`config.mk`:
```
export PLATFORM = sky130hd
export DESIGN_NAME = digit_entry_ctrl
export DESIGN_NICKNAME = d
export VERILOG_FILES = /design/src/rtl/digit_entry_pkg.sv /design/src/rtl/digit_entry_ctrl_dec_accum.sv /design/src/rtl/digit_entry_ctrl.sv
export SDC_FILE = /design/constraint.sdc
export NUM_CORES = 1
export LEC_CHECK = 0
export CAP_MARGIN = 30
export CORE_UTILIZATION = 55
export DETAILED_ROUTE_END_ITERATION = 16
export GPL_TIMING_DRIVEN = 0
export HOLD_SLACK_MARGIN = 0.12
export PLACE_DENSITY = 0.8
export SETUP_SLACK_MARGIN = 0.05
export SLEW_MARGIN = 15
export SYNTH_ARGS = -nofsm -noshare
export SYNTH_HDL_FRONTEND = slang
export SYNTH_HIERARCHICAL = 1
export SYNTH_SLANG_ARGS = --single-unit
```
`constraint.sdc`:
```
create_clock -name clk -period 3.3 [get_ports clk]
set_clock_uncertainty 0.2 [all_clocks]
set_input_delay 0.66 -clock clk [delete_from_list [all_inputs] [get_ports clk]]
set_output_delay 0.66 -clock clk [all_outputs]
set_load 0.01 [all_outputs]
```
`src/rtl/digit_entry_pkg.sv`:
```
// Shared types and ASCII constants for the decimal digit entry controller.
package digit_entry_pkg;

  typedef enum logic [1:0] {
    IDLE  = 2'd0,
    ACCUM = 2'd1,
    OUT   = 2'd2,
    HALT  = 2'd3
  } entry_state_t;

  localparam logic [7:0] CH_ZERO = 8'h30;
  localparam logic [7:0] CH_NINE = 8'h39;
  localparam logic [7:0] CH_NL   = 8'h0A;
  localparam logic [7:0] CH_CR   = 8'h0D;

  function automatic logic is_digit(input logic [7:0] c);
    return (c >= CH_ZERO) && (c <= CH_NINE);
  endfunction

  // Used at elaboration to validate the result width against MAX_DIGITS.
  function automatic longint unsigned pow10(input int unsigned n);
    longint unsigned p;
    p = 1;
    for (int unsigned i = 0; i < n; i++) p = p * 10;
    return p;
  endfunction

endpackage

```
`src/rtl/digit_entry_ctrl_dec_accum.sv`:
```
// Combinational decimal shift-in: nxt = acc*10 + d using shift-and-add.
module dec_accum #(
  parameter int VAL_W = 14
) (
  input  logic [VAL_W-1:0] acc,
  input  logic [3:0]       d,
  output logic [VAL_W-1:0] nxt
);

  always_comb begin
    nxt = (acc << 3) + (acc << 1) + VAL_W'(d);
  end

endmodule

```
`src/rtl/digit_entry_ctrl.sv`:
```
// Decimal entry sequencer: accumulates ASCII digits, emits the number on
// newline through a valid/ready port, and halts on any other non-digit.
module digit_entry_ctrl
  import digit_entry_pkg::*;
#(
  parameter int MAX_DIGITS = 4,
  parameter int VAL_W      = 14,
  parameter int CNT_W      = 3
) (
  input  logic             clk,
  input  logic             rst_n,
  input  logic [7:0]       char_in,
  input  logic             char_valid,
  output logic             char_ready,
  output logic [VAL_W-1:0] val_out,
  output logic             val_ovf,
  output logic             val_valid,
  input  logic             val_ready,
  output logic [CNT_W-1:0] digit_cnt,
  output logic             halted
);

  if ((64'd1 << VAL_W) < pow10(MAX_DIGITS)) begin : g_bad_val_w
    $error("VAL_W too narrow for MAX_DIGITS decimal digits");
  end
  if ((64'd1 << CNT_W) <= 64'(MAX_DIGITS)) begin : g_bad_cnt_w
    $error("CNT_W too narrow to count MAX_DIGITS");
  end

  entry_state_t     state;
  logic [VAL_W-1:0] acc;
  logic [VAL_W-1:0] acc_nxt;
  logic             ovf_flag;
  logic [3:0]       dval;

  assign dval       = char_in[3:0];
  assign char_ready = (state == IDLE) || (state == ACCUM);

  dec_accum #(.VAL_W(VAL_W)) u_dec_accum (
    .acc (acc),
    .d   (dval),
    .nxt (acc_nxt)
  );

  always_ff @(posedge clk) begin
    if (!rst_n) begin
      state     <= IDLE;
      acc       <= '0;
      ovf_flag  <= 1'b0;
      digit_cnt <= '0;
      val_out   <= '0;
      val_ovf   <= 1'b0;
      val_valid <= 1'b0;
      halted    <= 1'b0;
    end else begin
      case (state)
        IDLE: begin
          if (char_valid) begin
            if (is_digit(char_in)) begin
              acc       <= VAL_W'(dval);
              digit_cnt <= CNT_W'(1);
              state     <= ACCUM;
            end else if (char_in != CH_NL && char_in != CH_CR) begin
              halted <= 1'b1;
              state  <= HALT;
            end
          end
        end
        ACCUM: begin
          if (char_valid) begin
            if (is_digit(char_in)) begin
              // Digits past MAX_DIGITS are dropped; only the flag records them.
              if (digit_cnt < CNT_W'(MAX_DIGITS)) begin
                acc       <= acc_nxt;
                digit_cnt <= digit_cnt + CNT_W'(1);
              end else begin
                ovf_flag <= 1'b1;
              end
            end else if (char_in == CH_NL) begin
              val_out   <= acc;
              val_ovf   <= ovf_flag;
              val_valid <= 1'b1;
              state     <= OUT;
            end else if (char_in != CH_CR) begin
              acc       <= '0;
              digit_cnt <= '0;
              ovf_flag  <= 1'b0;
              halted    <= 1'b1;
              state     <= HALT;
            end
          end
        end
        OUT: begin
          if (val_ready) begin
            val_valid <= 1'b0;
            acc       <= '0;
            digit_cnt <= '0;
            ovf_flag  <= 1'b0;
            state     <= IDLE;
          end
        end
        default: begin
          state <= HALT;
        end
      endcase
    end
  end

endmodule

```
---- Word-level counts from Yosys, hierarchy flattened ----
Cells that the tools add are included.
Widths: inputs -> output; s select.
operators by class
  add/sub/neg operators ................... 3
  $lt $le $gt $ge ......................... 3
  eq/ne operators ......................... 21
  muxes and demuxes ....................... 46
  bitwise operators ....................... 1
  reductions and logical operators ........ 13
operators with widths
  kind                 count
  $mux 14              8
  $pmux 14 s3          1
  $mux 3               8
  $mux 1               16
  $mux 2               8
  $ne 8x4->1 const B   2
  $reduce_and 8->1     2
  $add 14x14->14       1
  $add 14x4->14        1
  $ne 2x2->1 const B   6
  $reduce_and 6->1     2
  $ne 3x1->1 const B   3
  $pmux 3 s3           1
  $eq 8x4->1 const B   1
  $ge 8x6->1 const B   1
  $le 8x6->1 const B   1
  $ne 2x1->1 const B   4
  $ne 3x3->1 const B   2
  $pmux 1 s2           3
  $pmux 2 s3           1
  $reduce_and 5->1     1
  $reduce_and 4->1     1
  $reduce_bool 2->1    2
  $add 3x1->3 const B  1
  9 further kinds      10
word-level totals
  bits in registers ....................... 37
  input port bits ......................... 12
  output and inout port bits .............. 21
  logic and storage cells ................. 95

---- Longest topological paths before layout ----
Gate-level depths: netlist of the first run.
  depth in word-level cells ............... 6
  depth in mapped cells ................... 11

---- Hierarchy ----
Netlist of the first run, hierarchy kept.
by module, submodules not included
  module            times used  cells an instance  area an instance (um^2)  seq. area each (um^2)
  digit_entry_ctrl  1           202                1,677.9                  740.7
  dec_accum         1           75                 651.9                    0.0

---- Worst setup path before layout of the first run ----
OpenSTA, ideal clock, no wires.
  kind .................................... input to register
  start ................................... in char_in[3]
  end ..................................... reg acc[12]
  setup time .............................. 0.071 ns
  arrival time ............................ 2.591 ns
  required time ........................... 3.029 ns
  path slack .............................. 0.438 ns
  stages on the path ...................... 11
  path through ............................ inv_1 > fa_1 > inv_1 > fa_1 > a21o_1 > nand4_1 > nand3_1 > a211oi_1 > xnor2_1 > nand3_1 > a21oi_1
on the way
  longest elaborated chain between the ends .. 5
  elaborated cells on any way between the ends .. 15
  those cells by class .................... add/sub: 1; order compare: 2; eq/ne: 6; mux: 4; reduce/logical: 2
ends and longest elaborated chain
  what                   line                              text
  start, declared        digit_entry_ctrl.sv:12            input logic [7:0] char_in,
  $add 14x4->14          digit_entry_ctrl_dec_accum.sv:11  nxt = (acc << 3) + (acc << 1) + VAL_W'(d);
  named net acc_nxt[12]  digit_entry_ctrl.sv:32            logic [VAL_W-1:0] acc_nxt;
  $mux 14                digit_entry_ctrl.sv:73            if (digit_cnt < CNT_W'(MAX_DIGITS)) begin
  $mux 14                digit_entry_ctrl.sv:71            if (is_digit(char_in)) begin
  $mux 14                digit_entry_ctrl.sv:70            if (char_valid) begin
  $pmux 14 s3            digit_entry_ctrl.sv:56            case (state)
  end signal, assigned   digit_entry_ctrl.sv:60            acc <= VAL_W'(dval);
  end signal, assigned   digit_entry_ctrl.sv:74            acc <= acc_nxt;
  end, declared          digit_entry_ctrl.sv:31            logic [VAL_W-1:0] acc;
The timed path passes the listed nets, and every way through them passes these cells. The select of a mux whose other input is x is not followed.
A chain may end at the register's enable or synchronous reset.

---- Worst setup path in the final report of the first run ----
  start ................................... in char_in[1]
  end ..................................... reg acc[12]
Same word-level chain as after synthesis.

==> results of run 1 <==
layer usage:
metal | track usage [%] | routed length [µm]
met5 | 0 | 0
met3 | 5.31 | 332
met1 | 36.4 | 2490
met4 | 6.91 | 80
met2 | 43.8 | 2550
cell families after synthesis:
logic type	after synthesis
xor+xnor	11
simple gates	99
buf+inv	27
fa+ha+maj	29
flops	37
compound gates	73
mux	1
sequential cells by signal, indices dropped and copies added, names as in the netlist:
signal / cells
val_out: 14
val_ovf: 1
digit_cnt: 3
acc: 14
val_valid: 1
ovf_flag: 1
state: 2
halted: 1
stage by stage:
stage / power [W] / hold WS, ps / utilization (%) / instance area, µm² / setup WS [ps]
after floorplan: 0.00112 / 232 / - / 2330 / 438
after global placement: 0.00132 / 239 / 67.3 / 2710 / -338
after detailed placement: 0.00135 / 243 / 67.3 / 2710 / -379
after CTS: 0.00174 / 254 / 70.2 / 2830 / 93.4
after global routing: 0.00186 / 276 / 70.2 / 2830 / 76.1
final: 0.00174 / 252 / 70.2 / 2830 / 239
worst max-delay path by stage:
stage | slack [ps] | start | end | depth (start not counted)
2_1_floorplan | 440 | char_in[3] | acc[12] | 11
3_3_place_gp | -340 | char_in[3] | acc[12] | 12
3_5_place_dp | -380 | char_in[3] | acc[12] | 12
4_1_cts | 90 | char_in[2] | acc[12] | 11
5_1_grt | 80 | char_in[1] | acc[12] | 11
6_report | 240 | char_in[1] | acc[12] | 11
placed cells by master, fill, tap and decap left out, types with 5 or more instances in the layout:
cell | synthesis | routed
nor2_1 | 13 | 13
ha_1 | 27 | 27
a311oi_1 | 5 | 5
dfxtp_1 | 37 | 37
a31oi_1 | 5 | 5
inv_1 | 14 | 14
nand2_1 | 43 | 43
o21ai_0 | 5 | 5
nor3_1 | 7 | 7
clkbuf_1 | 5 | 5
clkdlybuf4s50_1 | 0 | 30
xor2_1 | 5 | 5
xnor2_1 | 6 | 6
nand3_1 | 16 | 16
a21oi_1 | 34 | 34
clkbuf_8 | 0 | 5
area by class of cell:
class / instances / area (µm²) / share of cell area [%]
inverters: 15 / 56.3 / 1.99
flip-flops and latches: 37 / 741 / 26.2
plain buffers: 12 / 76.3 / 2.70
well taps: 50 / 62.6 / 2.21
multi-input cells: 213 / 1460 / 51.7
clock inverters: 3 / 43.8 / 1.55
clock buffers: 5 / 68.8 / 2.43
repair buffers: 32 / 318 / 11.2
power groups by stage:
stage               registers (W)  logic, W  clock network, W
global placement         0.000564  0.000759                 0
finish                   0.000556  0.000791          0.000396
CTS                      0.000555  0.000789          0.000399
detailed placement       0.000565  0.000783                 0
global route             0.000561  0.000878          0.000418
floorplan                0.000552  0.000570                 0
critical path: cells and delay by family:
family / cells / cell delay [ps]
AO/OA/AOI/OAI: 3 / 600
XOR/XNOR: 1 / 170
adder cells (fa/ha/maj): 3 / 840
buffers and inverters: 1 / 490
AND/OR/NAND/NOR: 3 / 320
timing repair:
item                                    CTS  global route
gates resized for setup                   2             3
endpoints found under the setup margin    4             2
hold endpoints to repair                  0             0
==> out/qor.csv, run 1 <==
stage,metric,value,unit
critical_path,cp_data_required_time,3320,ps
critical_path,reg2reg_slack,330,ps
grt,antenna_found_initial,0,
floorplan,die_w,67.1,µm
critical_path,reg2reg_from,acc[0],
floorplan,rows,23,
grt,grt.overflow.total,0,
place,port_buffers,32,
logic_synthesis,synth_top_area_share,31.8,%
sta,period_share,92.8,%
floorplan,coreArea,4030,µm²
logic_synthesis,yosysWarnings,6,
critical_path,cp_data_arrival_time,3080,ps
logic_synthesis,synth_compound_area_share,21.1,%
sta,finalHoldViolCount,0,
logic_synthesis,synth.distinct_cells,50,
logic_synthesis,synth_simple_gate_area_share,20.7,%
critical_path,cp-start-kind,input pin,
layout,fin_nets,357,
floorplan,io-pin-count,33,
run_status,outcome,"finished, final reports clean",
clocking,clockBufferDepth,2,
place,place.gp.congestion,0.820,
clocking,clockRootBuffer,clkbuf_8,
floorplan,initial_core_util,57.8,%
critical_path,critical-path-slowest-cell,clkdlybuf4s50_1,
power,max-vdd-ir-drop,0.409,mV
logic_synthesis,synth-xor-area-share,4.14,%
power,seq_power_share,31.9,%
floorplan,dieArea,4500,µm²
sta,drv_slew,0,
clocking,clk-insertion-delay-late,290,ps
power,sw_frac_of_total,39.6,%
sta,finalSetupViolations,0,
logic_synthesis,yosysMostFrequentCell,nand2_1,
layout,area_growth,21.4,%
sta,rsz0062_at_grt,no,
critical_path,cp_cell_sequence,"clkdlybuf4s50_1, ha_1, ha_1, fa_1, a21o_1, nand4_1, nand3_1, a211oi_2, xnor2_1, nand3_1, a21oi_1",
logic_synthesis,synth_adder_area_share,16.2,%
logic_synthesis,yosysTopAreaCell,dfxtp_1,
detailed_routing,ant_nets,0,
logic_synthesis,synthTopCellsByCount,"43 x nand2_1, 37 x dfxtp_1, 34 x a21oi_1",
layout,antenna_cells,0,
logic_synthesis,yosys-top-cells-area,"dfxtp_1 32%, ha_1 15%, a21oi_1 7.3%",
place,dp.cells,359,
detailed_routing,first_iter_violations,219,
min_path,holdCritPathClass,register to register,
clocking,cts_max_level,2,
detailed_routing,drc,0,
logic_synthesis,async_reset_ff_share,0,%
logic_synthesis,synth_area,2330,µm²
place,dp_hpwl,4070,µm
grt,grt_usage,27.1,%
logic_synthesis,synth_nets,318,
grt,grt_max_degree,14,
critical_path,rr_worst_depth,11,
clocking,cts_setup_buffers,0,
critical_path,crit_type,input pin to register,
detailed_routing,post_drt_wl_per_cell,14.9,µm
sta,max_slew.worst_pin.slew,569,ps
sta,slew_headroom,61.8,%
logic_synthesis,postSynthAreaPerCell,8.41,µm²
min_path,hold_end,val_out[4],
min_path,min_from,val_out[4],
detailed_routing,first_pass_iters,5,
sta,tns,0,ps
clocking,numCtsBuffers,5,
power,pwr-share-comb,45.4,%
power,p_leak,1.16,nW
critical_path,end_kind,register,
clocking,clkTransAtPathRegs,80,ps
sta,min_period,3060,ps
logic_synthesis,synthCells,277,
logic_synthesis,synth-seq-cells,37,
critical_path,timing.rr.end,acc[12],
grt,grt_pass1_wl,9030,µm
detailed_routing,routed_wl,5450,µm
layout,instances_no_fill,367,
critical_path,crit_path_max_incr_delay,490,ps
logic_synthesis,ys.flop_type,dfxtp_1,
critical_path,critPathMaxFanout,6,
clocking,cts_hold_buf,0,
power,intPower,0.00105,W
grt,first_global_vias,1934,
min_path,worstHoldPathCells,2,
power,clockPowerShare,22.7,%
detailed_routing,via_count,2187,
power,p_sw,0.000691,W
sta,fmaxAchievable,327,MHz
run,drv_cap,0,
logic_synthesis,muxShareOfSynthArea,0.430,%
clocking,tritoncts,done,
layout,drive_above_1_share,7.89,%
power,powerDensity,617,nW/µm²
logic_synthesis,synth_top_family_by_area,compound AO/OA/AOI/OAI gates,
detailed_routing,vias_per_cell,5.96,
floorplan,die_h,67.1,µm
clocking,clock_sinks,37,
logic_synthesis,yosysSeqAreaShare,31.8,%
logic_synthesis,synth-edff-count,0,
layout,fillers,322,
Power figures use the tool's default switching activity.
==> inputs of run 2 (changes only) <==
--- a/config.mk
+++ b/config.mk
@@ -12,3 +12,3 @@
 export HOLD_SLACK_MARGIN = 0.12
-export PLACE_DENSITY = 0.8
+export PLACE_DENSITY = 0.89
 export SETUP_SLACK_MARGIN = 0.05
--- a/constraint.sdc
+++ b/constraint.sdc
@@ -4,2 +4,2 @@
 set_output_delay 0.66 -clock clk [all_outputs]
-set_load 0.01 [all_outputs]
+set_load 0.1 [all_outputs]
==> out/qor.csv, run 2 (synthesis results as in run 1) <==
stage,metric,value,unit
layout,fin_nets,357,
sta,tns,0,ps
floorplan,rows,23,
sta,max_slew.worst_pin.slew,976,ps
detailed_routing,ant_nets,0,
layout,layout_common_cells,"43 x nand2_1, 37 x dfxtp_1, 34 x a21oi_1, 30 x clkdlybuf4s50_1, 27 x ha_1",
floorplan,dieArea,4500,µm²
clocking,clk-insertion-delay-late,290,ps
clocking,clkTransAtPathRegs,70,ps
place,port_buffers,32,
min_path,holdCritPathClass,register to register,
floorplan,die_w,67.1,µm
detailed_routing,vias_per_cell,5.99,
detailed_routing,first_pass_iters,6,
sta,finalSetupViolations,0,
critical_path,cp_data_required_time,3320,ps
critical_path,end_kind,register,
detailed_routing,drc,0,
run,drv_cap,0,
clocking,cts_setup_buffers,0,
detailed_routing,routed_wl,5580,µm
layout,instances_no_fill,367,
sta,drv_slew,0,
grt,grt_max_degree,14,
sta,holdWs,256,ps
place,place.gp.congestion,0.883,
clocking,clockRootBuffer,clkbuf_8,
grt,grt_util_met3,6.51,%
floorplan,coreArea,4030,µm²
grt,grt.overflow.total,0,
layout,final_common_cell,nand2_1,
place,dp.cells,359,
sta,finalHoldViolCount,0,
place,postPlaceCellArea,2710,µm²
floorplan,initial_core_util,57.8,%
place,dp_slack,-379,ps
floorplan,io-pin-count,33,
sta,slew_headroom,34.7,%
floorplan,die_h,67.1,µm
clocking,tritoncts,done,
critical_path,cp_data_arrival_time,3180,ps
layout,drive_above_1_share,7.57,%
detailed_routing,first_iter_violations,212,
min_path,worstHoldPathCells,2,
clocking,cts_max_level,2,
grt,grt_usage,27.9,%
layout,stdcell_area,2830,µm²
critical_path,rr_worst_depth,11,
layout,reg.largest.list,"acc x14, val_out x14, digit_cnt x3",
run_status,outcome,"finished, final reports clean",
sta,rsz0062_at_grt,no,
critical_path,crit_type,input pin to register,
grt,grtUsageMet1,35.4,%
clocking,clockBufferDepth,2,
power,max-vdd-ir-drop,0.384,mV
place,dp_hpwl,4130,µm
layout,antenna_cells,0,
critical_path,cp-start-kind,input pin,
sta,fmaxAchievable,316,MHz
detailed_routing,post_drt_wl_per_cell,15.2,µm
layout,area_growth,21.6,%
critical_path,critPathMaxFanout,6,
grt,antenna_found_initial,0,
grt,first_global_vias,2040,
detailed_routing,via_count,2198,
grt,grt_pass1_wl,9500,µm
power,powerDensity,675,nW/µm²
grt,grt.busiest_layer,met2,
grt,use_met2,45.5,%
power,p_leak,1.15,nW
sta,min_period,3160,ps
sta,period_share,95.8,%
clocking,numCtsBuffers,5,
sta,layout_setup_ws,138,ps
clocking,clock_sinks,37,
-- run 2: what timing repair did --
item / in CTS / in global routing
pin swaps: 0 / 0
endpoints found under the setup margin: 2 / 1
hold buffers: 0 / 0
gates resized for setup: 2 / 1
-- run 2: area by class of cell --
cell class | instances | area, µm²
Inverter | 15 | 56.3
Multi-Input combinational cell | 213 | 1460
Fill cell | 308 | 1190
Clock inverter | 3 | 46.3
Clock buffer | 5 | 68.8
Buffer | 12 | 76.3
Tap cell | 50 | 62.6
Timing Repair Buffer | 32 | 322
Sequential cell | 37 | 741
-- run 2: worst max-delay path: stages --
cell and delay, ps:
clkdlybuf4s50_1 560, ha_1 260, ha_1 230, fa_1 400, a21o_1 190, nand4_1 100
nand3_1 140, a211oi_2 240, xnor2_1 160, nand3_1 100, a21oi_1 150
-- run 2: final timing paths --
kind              slack [ps]         from           to
setup / recovery         140   char_in[2]      acc[12]
hold / removal           260  val_out[10]  val_out[10]
setup reg to reg         390       acc[0]      acc[12]
hold reg to reg          260  val_out[10]  val_out[10]
-- run 2: where the power goes --
group	switching [W]	total, W	internal, W
combinational	0.000633	0.000962	0.000329
sequential	0.0000579	0.000555	0.000497
clock	0.000170	0.000396	0.000226
-- run 2: through the flow --
stage	power, W	utilization [%]
after floorplan	0.00129	-
after global placement	0.00148	67.3
after detailed placement	0.00152	67.3
after CTS	0.00191	70.3
after global routing	0.00203	70.3
final	0.00191	70.3
-- run 2: routing by layer --
layer  wire [µm]  share of wire [%]  up-vias
met4         118                2.1        0
met5           0                  0        -
met2        2640                 47       78
met1        2550                 46     1036
li1            -                  -     1069
met3         270                4.8       15
==> inputs of run 3 (changes only) <==
CORE_UTILIZATION = 54   (was 55)
SKIP_LAST_GASP = 1   (was not set)
SYNTH_HIERARCHICAL = not set   (was 1)
==> out/qor.csv, run 3 <==
stage,metric,value,unit
run_status,outcome,"finished, final reports clean",
layout,reg.largest.list,"acc x14, val_out x14, digit_cnt x3",
logic_synthesis,synth_top_area_share,33.3,%
clocking,clkTransAtPathRegs,70,ps
logic_synthesis,synth-seq-cells,37,
logic_synthesis,postSynthAreaPerCell,9.26,µm²
clocking,cts_max_level,2,
grt,first_global_vias,1822,
logic_synthesis,synth_nets,281,
layout,drive_above_1_share,7.86,%
logic_synthesis,synthTopCellsByCount,"37 x dfxtp_1, 29 x nor2_1, 27 x ha_1",
power,powerDensity,614,nW/µm²
clocking,numCtsBuffers,5,
detailed_routing,drc,0,
grt,antenna_found_initial,0,
sta,drv_slew,0,
place,dp_hpwl,3700,µm
place,port_buffers,32,
clocking,clk-insertion-delay-late,290,ps
layout,final_common_cell,dfxtp_1,
clocking,clockRootBuffer,clkbuf_8,
critical_path,cp_data_arrival_time,3120,ps
floorplan,die_w,66.2,µm
layout,antenna_cells,0,
detailed_routing,routed_wl,5090,µm
critical_path,cp-start-kind,input pin,
power,max-vdd-ir-drop,0.350,mV
critical_path,cp_data_required_time,3270,ps
floorplan,die_h,66.2,µm
sta,fmaxAchievable,318,MHz
clocking,clock_sinks,37,
sta,slew_headroom,33.5,%
place,dp.cells,320,
detailed_routing,via_count,1929,
logic_synthesis,synth_area,2220,µm²
floorplan,rows,22,
logic_synthesis,async_reset_ff_share,0,%
grt,grt_pass1_wl,8290,µm
min_path,holdCritPathClass,register to register,
grt,grt_usage,25.5,%
layout,fillers,270,
layout,layout_common_cells,"37 x dfxtp_1, 31 x clkdlybuf4s50_1, 29 x nor2_1, 27 x ha_1",
floorplan,io-pin-count,33,
layout,instances_no_fill,328,
detailed_routing,ant_nets,0,
sta,min_period,3150,ps
logic_synthesis,ys.flop_type,dfxtp_1,
logic_synthesis,yosysTopAreaCell,dfxtp_1,
detailed_routing,vias_per_cell,5.88,
sta,finalSetupViolations,0,
logic_synthesis,synth.distinct_cells,45,
sta,holdWs,274,ps
detailed_routing,first_iter_violations,175,
sta,max_slew.worst_pin.slew,995,ps
sta,rsz0062_at_grt,no,
logic_synthesis,yosysSeqAreaShare,33.3,%
sta,finalHoldViolCount,0,
clocking,clockBufferDepth,2,
detailed_routing,first_pass_iters,6,
logic_synthesis,synth-edff-count,0,
logic_synthesis,synthCells,240,
logic_synthesis,yosysWarnings,0,
grt,grt_max_degree,12,
grt,grt.overflow.total,0,
layout,area_growth,22.5,%
sta,tns,0,ps
power,power,0.00167,W
detailed_routing,post_drt_wl_per_cell,15.5,µm
floorplan,coreArea,3800,µm²
sta,period_share,95.4,%
critical_path,crit_type,input pin to register,
floorplan,dieArea,4380,µm²
logic_synthesis,yosys-top-cells-area,"dfxtp_1 33%, ha_1 15%, mux2i_1 7.7%",
run,drv_cap,0,
layout,fin_nets,321,
place,place.gp.congestion,0.901,
logic_synthesis,yosysMostFrequentCell,dfxtp_1,
floorplan,initial_core_util,58.5,%
power,p_leak,1.16,nW
critical_path,critPathMaxFanout,5,
critical_path,end_kind,register,
clocking,tritoncts,done,
## run 3: changes by cell type after synthesis, sizes merged, moves of 4 or more
cell	delta
a311oi	-5
mux2i	+16
a21oi	-26
a22o	+5
nor2	+17
a31oi	-5
buf	-4
o21ai	+11
nand2	-27
nand3	-14
## run 3: power by group
part | switching [W] | total [W] | internal, W
logic | 0.000499 | 0.000759 | 0.000260
clock network | 0.000157 | 0.000377 | 0.000220
registers | 0.0000457 | 0.000535 | 0.000490
total | 0.000702 | 0.00167 | 0.000969
## run 3: metrics by stage
step | utilization [%] | area, µm² | setup WS (ps)
3_5_place_dp | 68.5 | 2600 | -437
2_1_floorplan | - | 2220 | 420
6_report | 71.7 | 2720 | 151
3_3_place_gp | 68.5 | 2600 | -410
4_1_cts | 71.5 | 2720 | 163
5_1_grt | 71.7 | 2720 | 49.8
## run 3: what timing repair did
action / 4_1_cts / 5_1_grt
resized for setup: 3 / 0
pin swaps: 0 / 2
buffers inserted: 0 / 1
endpoints found under the hold margin: 0 / 0
setup endpoints to repair: 5 / 1
hold buffers: 0 / 0
## run 3: final cells by class
cell class | count | area (µm²) | share of cell area [%]
tap | 48 | 60.1 | 2.20
timing repair buffer | 33 | 327 | 12.0
buffer | 5 | 41.3 | 1.52
multi-input combinational | 181 | 1390 | 50.9
clock buffer | 5 | 68.8 | 2.53
sequential | 37 | 741 | 27.2
clock inverter | 2 | 35.0 | 1.29
inverter | 17 | 63.8 | 2.34
## run 3: critical path, stage by stage
cell and delay, ps:
clkdlybuf4s50_1 570, ha_1 270, ha_1 240, inv_1 80, fa_1 200, nor2b_1 70
o31a_1 270, o21ai_0 260, nor2b_1 230, xor2_1 180, o21ai_0 90
## run 3: logic make-up (layout without fill, tap and decap cells)
family	Yosys count	count (layout)	share of synthesized area (%)
AO/OA/AOI/OAI	54	54	17.1
XOR/XNOR	11	11	4.33
AND/OR/NAND/NOR	70	70	15.9
multiplexers	17	17	7.65
buffers and inverters	22	62	4.73
adder cells (fa/ha/maj)	29	29	17.0
flip-flops	37	37	33.3
## run 3: path summary, 6_finish.rpt
kind | startpoint | endpoint | slack [ps] | cells after the start
worst min-delay path | acc[13] | acc[13] | 270 | 2
worst max-delay path | char_in[2] | acc[8] | 150 | 11
worst min register to register | acc[13] | acc[13] | 270 | 2
worst max register to register | acc[0] | acc[9] | 560 | 10
## run 3: per-layer routing
metal | share of wire [%] | GRT usage, % | vias up | routed length [µm]
met1 | 42 | 31.0 | 905 | 2150
li1 | - | - | 940 | -
met5 | 0 | 0 | - | 0
met4 | 1.9 | 11.2 | 0 | 99
met2 | 50 | 43.0 | 76 | 2530
met3 | 5.9 | 5.52 | 8 | 298
